===== src/rtl/seg_chase_pkg.sv =====
// Shared definitions for the segment chase generator: active-low segment
// patterns, the animation mode type and the loop-length constants.
package seg_chase_pkg;

   // Active-low segment patterns, bit7..0 = a,b,c,d,e,f,g,dp (dp kept off)
   localparam logic [7:0] SEG_A   = 8'b0111_1111;
   localparam logic [7:0] SEG_B   = 8'b1011_1111;
   localparam logic [7:0] SEG_C   = 8'b1101_1111;
   localparam logic [7:0] SEG_D   = 8'b1110_1111;
   localparam logic [7:0] SEG_E   = 8'b1111_0111;
   localparam logic [7:0] SEG_F   = 8'b1111_1011;
   localparam logic [7:0] SEG_G   = 8'b1111_1101;
   localparam logic [7:0] SEG_OFF = 8'b1111_1111;

   typedef enum logic {FIGURE8, PERIMETER} chase_mode_t;

   // Steps per digit in the figure-8 walk: a,b,g,e,d,c,g,f,a
   localparam int FIG8_LEN = 9;

   // Steps around the outline of an n-digit display
   function automatic int perim_len(input int n);
      return 2 * n + 4;
   endfunction

endpackage


===== src/rtl/seg_chase_prescaler.sv =====
// Step-rate prescaler: emits a one-cycle tick every PRESCALE enabled cycles.
// Clearing en freezes the count so no partial period is lost.
module seg_chase_prescaler
   import seg_chase_pkg::*;
#(
   parameter int PRESCALE = 25_000_000
) (
   input  logic CLK,
   input  logic RST,
   input  logic en,
   output logic tick
);

   localparam int              PS_W = $clog2(PRESCALE + 1);
   localparam logic [PS_W-1:0] LAST = PS_W'(PRESCALE - 1);

   logic [PS_W-1:0] count_q;
   logic [PS_W-1:0] count_d;

   // Advance the count while enabled and flag the last cycle of each period
   always_comb begin
      count_d = count_q;
      tick    = 1'b0;
      if (en) begin
         if (count_q == LAST) begin
            count_d = '0;
            tick    = 1'b1;
         end else begin
            count_d = count_q + PS_W'(1);
         end
      end
   end

   // Count register, restarted by reset
   always_ff @(posedge CLK) begin
      if (RST) begin
         count_q <= '0;
      end else begin
         count_q <= count_d;
      end
   end

endmodule


===== src/rtl/seg_chase_gen.sv =====
// Segment chase generator: walks one lit segment across a NUM_DIGITS-digit
// common-anode display, either as a figure-8 on each digit or as a loop
// around the whole display outline.
// Optional feature macro: SEG_CHASE_LAP_DP_EN (dp marks the step after a lap).
module seg_chase_gen
   import seg_chase_pkg::*;
#(
   parameter int NUM_DIGITS = 4,
   parameter int PRESCALE   = 25_000_000
) (
   input  logic                  CLK,
   input  logic                  RST,
   input  logic                  en,
   input  logic                  dir,
   input  logic                  mode,
   output logic [7:0]            seg,
   output logic [NUM_DIGITS-1:0] an,
   output logic                  step_pulse,
   output logic                  wrap
);

   localparam int DIG_W = (NUM_DIGITS > 1) ? $clog2(NUM_DIGITS) : 1;
   localparam int IDX_W = 5;

   localparam logic [IDX_W-1:0] FIG8_LAST  = IDX_W'(FIG8_LEN - 1);
   localparam logic [IDX_W-1:0] PERIM_LAST = IDX_W'(perim_len(NUM_DIGITS) - 1);
   localparam logic [IDX_W-1:0] P_F        = IDX_W'(NUM_DIGITS);
   localparam logic [IDX_W-1:0] P_E        = IDX_W'(NUM_DIGITS + 1);
   localparam logic [IDX_W-1:0] P_D_END    = IDX_W'(2 * NUM_DIGITS + 1);
   localparam logic [IDX_W-1:0] P_C        = IDX_W'(2 * NUM_DIGITS + 2);
   localparam logic [DIG_W-1:0] DIG_LAST   = DIG_W'(NUM_DIGITS - 1);
   localparam logic [DIG_W-1:0] D_BASE     = DIG_W'(2 * NUM_DIGITS + 1);
   localparam logic [NUM_DIGITS-1:0] AN_ONE = NUM_DIGITS'(1);

   logic                  tick;
   chase_mode_t           mode_q, mode_d;
   logic [DIG_W-1:0]      digit_q, digit_d;
   logic [IDX_W-1:0]      idx_q, idx_d;
   logic [7:0]            seg_q, seg_d;
   logic [NUM_DIGITS-1:0] an_q, an_d;
   logic                  step_pulse_q, step_pulse_d;
   logic                  wrap_q, wrap_d;
   logic [7:0]            seg_dec;
   logic [DIG_W-1:0]      dig_sel;

   seg_chase_prescaler #(
      .PRESCALE (PRESCALE)
   ) u_prescaler (
      .CLK  (CLK),
      .RST  (RST),
      .en   (en),
      .tick (tick)
   );

   // Next position on each tick; a mode change restarts the walk at index 0
   always_comb begin
      mode_d  = mode_q;
      digit_d = digit_q;
      idx_d   = idx_q;
      wrap_d  = 1'b0;
      if (tick) begin
         if (chase_mode_t'(mode) != mode_q) begin
            mode_d  = chase_mode_t'(mode);
            digit_d = '0;
            idx_d   = '0;
         end else if (mode_q == FIGURE8) begin
            if (!dir) begin
               if (idx_q == FIG8_LAST) begin
                  idx_d = '0;
                  if (digit_q == DIG_LAST) begin
                     digit_d = '0;
                     wrap_d  = 1'b1;
                  end else begin
                     digit_d = digit_q + DIG_W'(1);
                  end
               end else begin
                  idx_d = idx_q + IDX_W'(1);
               end
            end else begin
               if (idx_q == '0) begin
                  idx_d = FIG8_LAST;
                  if (digit_q == '0) begin
                     digit_d = DIG_LAST;
                     wrap_d  = 1'b1;
                  end else begin
                     digit_d = digit_q - DIG_W'(1);
                  end
               end else begin
                  idx_d = idx_q - IDX_W'(1);
               end
            end
         end else begin
            if (!dir) begin
               if (idx_q == PERIM_LAST) begin
                  idx_d  = '0;
                  wrap_d = 1'b1;
               end else begin
                  idx_d = idx_q + IDX_W'(1);
               end
            end else begin
               if (idx_q == '0) begin
                  idx_d  = PERIM_LAST;
                  wrap_d = 1'b1;
               end else begin
                  idx_d = idx_q - IDX_W'(1);
               end
            end
         end
      end
   end

   // Translate the upcoming position into a segment pattern and digit number
   always_comb begin
      seg_dec = SEG_A;
      dig_sel = '0;
      if (mode_d == FIGURE8) begin
         dig_sel = digit_d;
         case (idx_d)
            5'd1:    seg_dec = SEG_B;
            5'd2:    seg_dec = SEG_G;
            5'd3:    seg_dec = SEG_E;
            5'd4:    seg_dec = SEG_D;
            5'd5:    seg_dec = SEG_C;
            5'd6:    seg_dec = SEG_G;
            5'd7:    seg_dec = SEG_F;
            default: seg_dec = SEG_A;
         endcase
      end else if (idx_d < P_F) begin
         seg_dec = SEG_A;
         dig_sel = idx_d[DIG_W-1:0];
      end else if (idx_d == P_F) begin
         seg_dec = SEG_F;
         dig_sel = DIG_LAST;
      end else if (idx_d == P_E) begin
         seg_dec = SEG_E;
         dig_sel = DIG_LAST;
      end else if (idx_d <= P_D_END) begin
         seg_dec = SEG_D;
         dig_sel = D_BASE - idx_d[DIG_W-1:0];
      end else if (idx_d == P_C) begin
         seg_dec = SEG_C;
         dig_sel = '0;
      end else begin
         seg_dec = SEG_B;
         dig_sel = '0;
      end
   end

   // Load the display outputs on a tick and hold them between steps
   always_comb begin
      seg_d        = seg_q;
      an_d         = an_q;
      step_pulse_d = tick;
      if (tick) begin
         seg_d = seg_dec;
`ifdef SEG_CHASE_LAP_DP_EN
         seg_d[0] = ~wrap_d;
`endif
         an_d = ~(AN_ONE << dig_sel);
      end
   end

   // Position, mode and registered display state
   always_ff @(posedge CLK) begin
      if (RST) begin
         mode_q       <= chase_mode_t'(mode);
         digit_q      <= '0;
         idx_q        <= '0;
         seg_q        <= SEG_A;
         an_q         <= ~AN_ONE;
         step_pulse_q <= 1'b0;
         wrap_q       <= 1'b0;
      end else begin
         mode_q       <= mode_d;
         digit_q      <= digit_d;
         idx_q        <= idx_d;
         seg_q        <= seg_d;
         an_q         <= an_d;
         step_pulse_q <= step_pulse_d;
         wrap_q       <= wrap_d;
      end
   end

   assign seg        = seg_q;
   assign an         = an_q;
   assign step_pulse = step_pulse_q;
   assign wrap       = wrap_q;

endmodule


===== config.mk =====
export PLATFORM = sky130hd
export DESIGN_NAME = seg_chase_gen
export DESIGN_NICKNAME = d
export VERILOG_FILES = /design/src/rtl/seg_chase_pkg.sv /design/src/rtl/seg_chase_prescaler.sv /design/src/rtl/seg_chase_gen.sv
export SDC_FILE = /design/constraint.sdc
export NUM_CORES = 1
export LEC_CHECK = 0
export ABC_AREA = 1
export BUFFER_PORTS_ARGS = -buffer_cell sky130_fd_sc_hd__buf_2
export CAP_MARGIN = 20
export CORE_MARGIN = 2
export CORE_UTILIZATION = 32
export CTS_CLUSTER_SIZE = 24
export DETAILED_ROUTE_END_ITERATION = 7
export GPL_ROUTABILITY_DRIVEN = 0
export SLEW_MARGIN = 20
export SYNTH_ARGS = -nofsm -noshare
export SYNTH_HDL_FRONTEND = slang
export SYNTH_SLANG_ARGS = --single-unit

===== constraint.sdc =====
create_clock -name CLK -period 2.05 [get_ports CLK]
set_clock_uncertainty 0.2 [all_clocks]
set_input_delay 0.1025 -clock CLK [delete_from_list [all_inputs] [get_ports CLK]]
set_output_delay 0.1025 -clock CLK [all_outputs]
set_load 0.005 [all_outputs]

## After elaboration in Yosys (flattened, before gate mapping)

Index checks and enable logic that the tools add are counted.

- Register bits: 47
- Bits of input ports: 5
- Output and inout port bits: 14

- $add $sub $neg: 6
- $lt $le $gt $ge: 2
- Equality and inequality tests: 13
- Shift operators: 1
- Muxes and demuxes: 44
- Bitwise operators: 2
- Reduce and logical (&&, ||, !) cells: 4

Operators by type and width:

| cell | count |
|---|---|
| case mux 8 bit (6 select lines) | 1 |
| 2-to-1 mux 5 bit | 9 |
| 2-to-1 mux 7 bit | 4 |
| 2-to-1 mux 2 bit | 13 |
| adder 25 x 1 -> 25 bit (second input constant) | 1 |
| equality test 25 bit (second input constant) | 1 |
| 2-to-1 mux 25 bit | 1 |
| equality test 5 x 3 -> 1 bit (second input constant) | 4 |
| 2-to-1 mux 8 bit | 2 |
| equality test 5 x 4 -> 1 bit (second input constant) | 3 |
| 2-to-1 mux 1 bit | 14 |
| equality test 5 x 2 -> 1 bit (second input constant) | 2 |
| adder 5 x 1 -> 5 bit (second input constant) | 1 |
| equality test 5 x 1 -> 1 bit (second input constant) | 1 |
| <= comparator 5 x 4 -> 1 bit (second input constant) | 1 |
| zero test 5 bit | 1 |
| < comparator 5 x 3 -> 1 bit (second input constant) | 1 |
| subtractor 5 x 1 -> 5 bit (second input constant) | 1 |
| inverter 4 bit | 1 |
| left shift 1 x 2 -> 4 bit (first input constant) | 1 |
| OR reduction 3 bit | 1 |
| adder 2 x 1 -> 2 bit (second input constant) | 1 |
| equality test 2 bit (second input constant) | 1 |
| zero test 2 bit | 1 |
| 5 further kinds | 5 |

## Logic depth before layout (Yosys ltp)

- Depth after elaboration: 14
- Depth in mapped cells: 21
- Mapped depth without buffers: 20

## By module

Synthesis repeated with hierarchy kept, for this count alone.

- Cells, all modules: 485
- Area, all modules: 3016.6 µm²

By module, submodules not included:

| module | times used | cells each | area an instance (µm²) |
|---|---|---|---|
| seg_chase_gen | 1 | 251 | 1565.3 |
| seg_chase_prescaler | 1 | 234 | 1451.4 |

## Worst setup path after synthesis

Ideal clock, no wire load.

- Path type: flip-flop to flip-flop
- Start: register idx_q[0]
- End: register an_q[3] (netlist: an[3])
- Arrival time: 1.850 ns
- Path slack: -0.116 ns
- Stages on the path, launching flop included: 20
- Clock period less this slack: 2.166 ns
- Cells stage by stage: dfxtp_1 inv_1 ha_1 inv_1 nor2_2 nand3_2 a21oi_2 nor2_1 nand2_1 nand2_2 nor2_1 nand2_1 nand2_1 nand2_1 nand2_1 nand2_1 nand2_2 nand2_2 nand2_1 nand2_1

- Longest elaborated chain between the ends: 14
- Elaborated cells on any way between the ends: 32
- Those cells by class: add/sub (3); order compare (2); eq/ne (4); shift (1); mux (20); bitwise (1); reduce/logical (1)

RTL lines:

| item | RTL line | RTL |
|---|---|---|
| start: declaration | seg_chase_gen.sv:38 | `logic [IDX_W-1:0] idx_q, idx_d;` |
| start signal: assignment | seg_chase_gen.sv:176 | `idx_q <= idx_d;` |
| adder 5 x 1 -> 5 bit (tied with other cells) | seg_chase_gen.sv:77, seg_chase_gen.sv:98 |  |
| 2-to-1 mux 5 bit (on tied branches) | n/a |  |
| 2-to-1 mux 5 bit (on tied branches) | seg_chase_gen.sv:67, seg_chase_gen.sv:93 |  |
| 2-to-1 mux 5 bit | seg_chase_gen.sv:66 | `end else if (mode_q == FIGURE8) begin` |
| 2-to-1 mux 5 bit | seg_chase_gen.sv:62 | `if (chase_mode_t'(mode) != mode_q) begin` |
| 2-to-1 mux 5 bit | seg_chase_gen.sv:61 | `if (tick) begin` |
| <= comparator 5 x 4 -> 1 bit / subtractor 1 x 2 -> 2 bit (equally long branches) | seg_chase_gen.sv:137, seg_chase_gen.sv:139 |  |
| 2-to-1 mux 2 bit | seg_chase_gen.sv:137 | `end else if (idx_d <= P_D_END) begin` |
| 2-to-1 mux 2 bit | seg_chase_gen.sv:134 | `end else if (idx_d == P_E) begin` |
| 2-to-1 mux 2 bit | seg_chase_gen.sv:131 | `end else if (idx_d == P_F) begin` |
| 2-to-1 mux 2 bit | seg_chase_gen.sv:128 | `end else if (idx_d < P_F) begin` |
| 2-to-1 mux 2 bit * | seg_chase_gen.sv:116 | `if (mode_d == FIGURE8) begin` |
| left shift 1 x 2 -> 4 bit * | seg_chase_gen.sv:159 | `an_d = ~(AN_ONE << dig_sel);` |
| inverter 4 bit * | seg_chase_gen.sv:159 |  |
| end signal: assignment | seg_chase_gen.sv:170 | `an_q <= ~AN_ONE;` |
| end signal: assignment | seg_chase_gen.sv:178 | `an_q <= an_d;` |
| end: declaration | seg_chase_gen.sv:40 | `logic [NUM_DIGITS-1:0] an_q, an_d;` |

Mark *: on every way between the ends. The rest lies on a longest branch, timed or not.
A chain may end at the register's enable or synchronous reset.

## Worst setup path in the final report

- Start: register idx_q[1]
- End: register an_q[1] (netlist: an[1])

The elaborated chain is that of the path after synthesis.

==> metrics list <==
* Wire length of the first global-routing pass: 14.6 mm
- The worst register-to-register path ends at an[1]$_SDFFE_PP1N_.
* Number of top-level design ports: 19
* Area share of the leading cell type in the synthesized netlist: 0.319
- Number of warnings printed during yosys synthesis: 0
- Portion of the post-synthesis area used by sequential elements: 0.319
- The routed design has 9.22 mm of wire.
* Met1 Track Usage GR: 0.211
* Clock latency on the worst-skew pair: 0.30 ns
- Number of slew-limit violations in the final report: 0
- Via/cell ratio: 4.87
- Die Span X: 99.0 µm
* Highest-utilization routing layer at the global route stage: met2
- Maximum vdd drop: 0.000266 V
- CTS built an H-tree with a depth of 2.
* Data arrival time of the critical path: between 2 and 2.5 ns
- Commonest non-fill, non-tap cells in the layout: 106 x sky130_fd_sc_hd__buf_4, 91 x sky130_fd_sc_hd__nand2_1, 49 x sky130_fd_sc_hd__nor2_1, 43 x sky130_fd_sc_hd__inv_1, 36 x sky130_fd_sc_hd__dfxtp_1
- Cell area after technology mapping: 2890 µm²
- The biggest area contributor in the post-synthesis netlist is sky130_fd_sc_hd__dfxtp_1.
- CTS clock-pin slew for the worst setup and hold paths: 0.09 ns
- All-layer global routing usage: 0.178
- Antenna violations before repair: 0
* Total core area: slightly below 9000 µm²
* Number of placement rows: 34
- Number of violations of the max-capacitance limit: 0
- Worst setup SP type: flop
- TritonCTS created 5 clock buffers.
- The run finished, with violations left.
* Dpl cell area: approximately 3800 µm²
- After detailed routing, the number of remaining DRC violations is 0.
* Worst reg-to-reg setup slack: -0.21 ns
- Along the worst hold path, the cell count comes to 5.
* Net Count, Synth: 462
- Compared with the post-synthesis result, the final layout area differs by 57.7%.
- Entering global routing, the biggest net connects 15 pins.
- The share of total power dissipated in sequential elements is 0.538.
- Derived from the worst setup path, the maximum achievable clock frequency is between 0.4 and 0.5 GHz.
- Setup violations remaining at the end of the flow were counted as 17.
* Switching Share: 0.258
- WP data required: 2.05 ns
- The analysis attributes to net switching a power of 0.433 mW.
- WL/cell: around 13 µm
* CTS root buffer: sky130_fd_sc_hd__clkbuf_8
* Number of flops mapped to enable cells by yosys: 0
- The routed design could run at a clock period as short as 2.26 ns.
- Final Hold Vio Count: 0
- Async set or reset register ratio after synthesis: 0
- Share of the cycle needed by the critical path after routing: 1.10
* Summed area of non-filler cells in the final layout: 4550 µm²
- The floorplan step set the die height to 99.0 µm.
* Die area: 9800 µm²
- Worst min-delay path class: in2reg
- Critical setup path kind: reg2reg
- Of the cells placed in the final design, the portion with a size suffix greater than 1 is 0.469.
* Source of the worst register-to-register timing path: idx_q[1]$_SDFF_PP0_
- The clock passes through at most 2 buffers.
- The analysis attributes to cell leakage a power of about 2.0 nW.
- Of the total power, combinational logic draws 0.103.
- Detailed router's first-iteration violation count: 105
- Summed over all layers, the global routing overflow is 0.
- Nets@finish: 598
* Mean instance size in the synthesized netlist: 6.40 µm²
- Vias: 3392
- TritonCTS built the clock tree.
- For the worst flop-to-flop path, the logic depth is 19.
- Clock tree synthesis found a total of 46 sinks.
* Violated checks: negative setup slack
- Top_reg_cell synth: sky130_fd_sc_hd__dfxtp_1
- Synthesis produced 451 cells.
* Critical path launch point: idx_q[1]$_SDFF_PP0_
- RSZ-0062 raised after global routing: yes
- The pre-antenna-repair detailed-routing pass consisted of 4 iterations.
* Detailed-placement wirelength estimate: 6.31 mm
- Met3 layer usage reported by global route: 0.0262
- The number of different library cells used by synthesis comes to 43.
- Fin util: 0.522
* End of the critical path: an[1]$_SDFFE_PP1N_
- In this run the power density over the cells is approximately 370 nW/µm².
- Maximum fanout along the worst path: 6
* PnR Total Power: 1.68 mW
* Share of power burned in the clock network: 0.359
- Grt met2 use: 0.323
- DRT antenna net count: 0
* Count of inserted antenna diode cells: 0
- Number of register bits inferred by synthesis: 46
- Most frequent standard cell in the layout excluding fill and tap cells: sky130_fd_sc_hd__buf_4
- Cell internal pwr: 1.24 mW
* Top cells by area, synth: sky130_fd_sc_hd__dfxtp_1 32%, sky130_fd_sc_hd__nand2_1 14%, sky130_fd_sc_hd__nor2_1 9.2%
- Critical path endpoint category: flop
* Initial Utilization: 0.331
- The via count of the first global-routing pass is 3366.
* Port-buffer cells: 17
- Post-layout worst setup margin: -0.212 ns
flip-flops by register name, summed over array words and instances, names as in the netlist:
name and count:
an 4, step_pulse 1, digit_q 2, idx_q 5, mode_q 1, seg 7
u_prescaler.count_q 25, wrap 1
synth_stat cells, drive strengths merged (2+ instances only):
cell / instances
inv: 63
buf: 5
nand4: 6
o211ai: 2
a21oi: 24
clkbuf: 3
xnor2: 2
a211oi: 2
xor2: 2
a31oi: 4
ha: 6
nand3: 36
nor2: 80
nor4: 2
o21ai: 21
or2: 2
nand3b: 4
dfxtp: 46
nor3: 15
nand2: 118
repair_timing:
action,in CTS,in global routing
pin swaps,21,45
setup endpoints to repair,21,32
resized for setup,42,84
setup buffers,20,16
endpoints found under the hold margin,3,0
hold buffers,2,0
cell type report:
| cell class | count | area (µm²) |
|---|---|---|
| Fill cell | 819 | 4170 |
| Multi-Input combinational cell | 333 | 2090 |
| Timing Repair Buffer | 137 | 1040 |
| Sequential cell | 46 | 938 |
| Inverter | 64 | 264 |
| Tap cell | 108 | 135 |
| Clock buffer | 7 | 86.3 |
| Clock inverter | 1 | 5.00 |
layer usage:
| layer | wire length (µm) | vias to the layer above |
|---|---|---|
| met3 | 275 | 32 |
| met5 | 0 | - |
| li1 | - | 1715 |
| met2 | 4750 | 69 |
| met1 | 3910 | 1576 |
| met4 | 286 | 0 |
worst min path at each step:
stage	end	from
2_1_floorplan	seg[4]$_SDFFE_PP1N_	RST
3_3_place_gp	seg[5]$_SDFFE_PP1N_	seg[5]$_SDFFE_PP1N_
3_5_place_dp	seg[5]$_SDFFE_PP1N_	seg[5]$_SDFFE_PP1N_
4_1_cts	u_prescaler.count_q[0]$_SDFFE_PP0P_	en
5_1_grt	u_prescaler.count_q[0]$_SDFFE_PP0P_	en
6_report	u_prescaler.count_q[0]$_SDFFE_PP0P_	en
kinds of logic after synthesis:
group | synth area share
buffers and inverters | 0.103
DFF | 0.319
xor gates and xnor gates | 0.0147
AOI/OAI and AO/OA | 0.118
adders and majority gates | 0.0260
and+or+nand+nor | 0.418
other | 0.00130
through the flow:
stage	hold slack [ns]	setup slack, ns	setup TNS [ns]	instances
detailed placement	0.247	-0.289	-3.25	659
finish	0.0924	-0.212	-1.89	696
global placement	0.242	-0.248	-2.51	659
CTS	0.0584	-0.194	-1.66	689
floorplan	-0.00202	-0.0237	-0.0511	451
global route	0.117	-0.375	-4.62	696
worst max-delay path, stage by stage (launching register included):
cell                      delay, ns
sky130_fd_sc_hd__dfxtp_4       0.37
sky130_fd_sc_hd__inv_4         0.07
sky130_fd_sc_hd__ha_4          0.12
sky130_fd_sc_hd__inv_2         0.03
sky130_fd_sc_hd__nor2_4        0.17
sky130_fd_sc_hd__nand3_4       0.13
sky130_fd_sc_hd__a21oi_2       0.17
sky130_fd_sc_hd__nor2_1        0.05
sky130_fd_sc_hd__nand2_1       0.10
sky130_fd_sc_hd__nand2_4       0.09
sky130_fd_sc_hd__nor2_2        0.09
sky130_fd_sc_hd__nand2_1       0.07
sky130_fd_sc_hd__nand2_2       0.05
sky130_fd_sc_hd__nand2_1       0.05
sky130_fd_sc_hd__nand2_1       0.05
sky130_fd_sc_hd__nand2_1       0.06
sky130_fd_sc_hd__nand2_2       0.08
sky130_fd_sc_hd__nand3_1       0.09
sky130_fd_sc_hd__nand2_1       0.07
sky130_fd_sc_hd__inv_1         0.03
power groups by stage:
stage,combinational (mW),clock (mW),sequential [mW]
floorplan,0.0814,0,0.923
detailed placement,0.141,0,0.925
global route,0.188,0.637,0.903
CTS,0.151,0.613,0.903
global placement,0.140,0,0.924
finish,0.173,0.602,0.903
(Power assumes the default switching activity.)
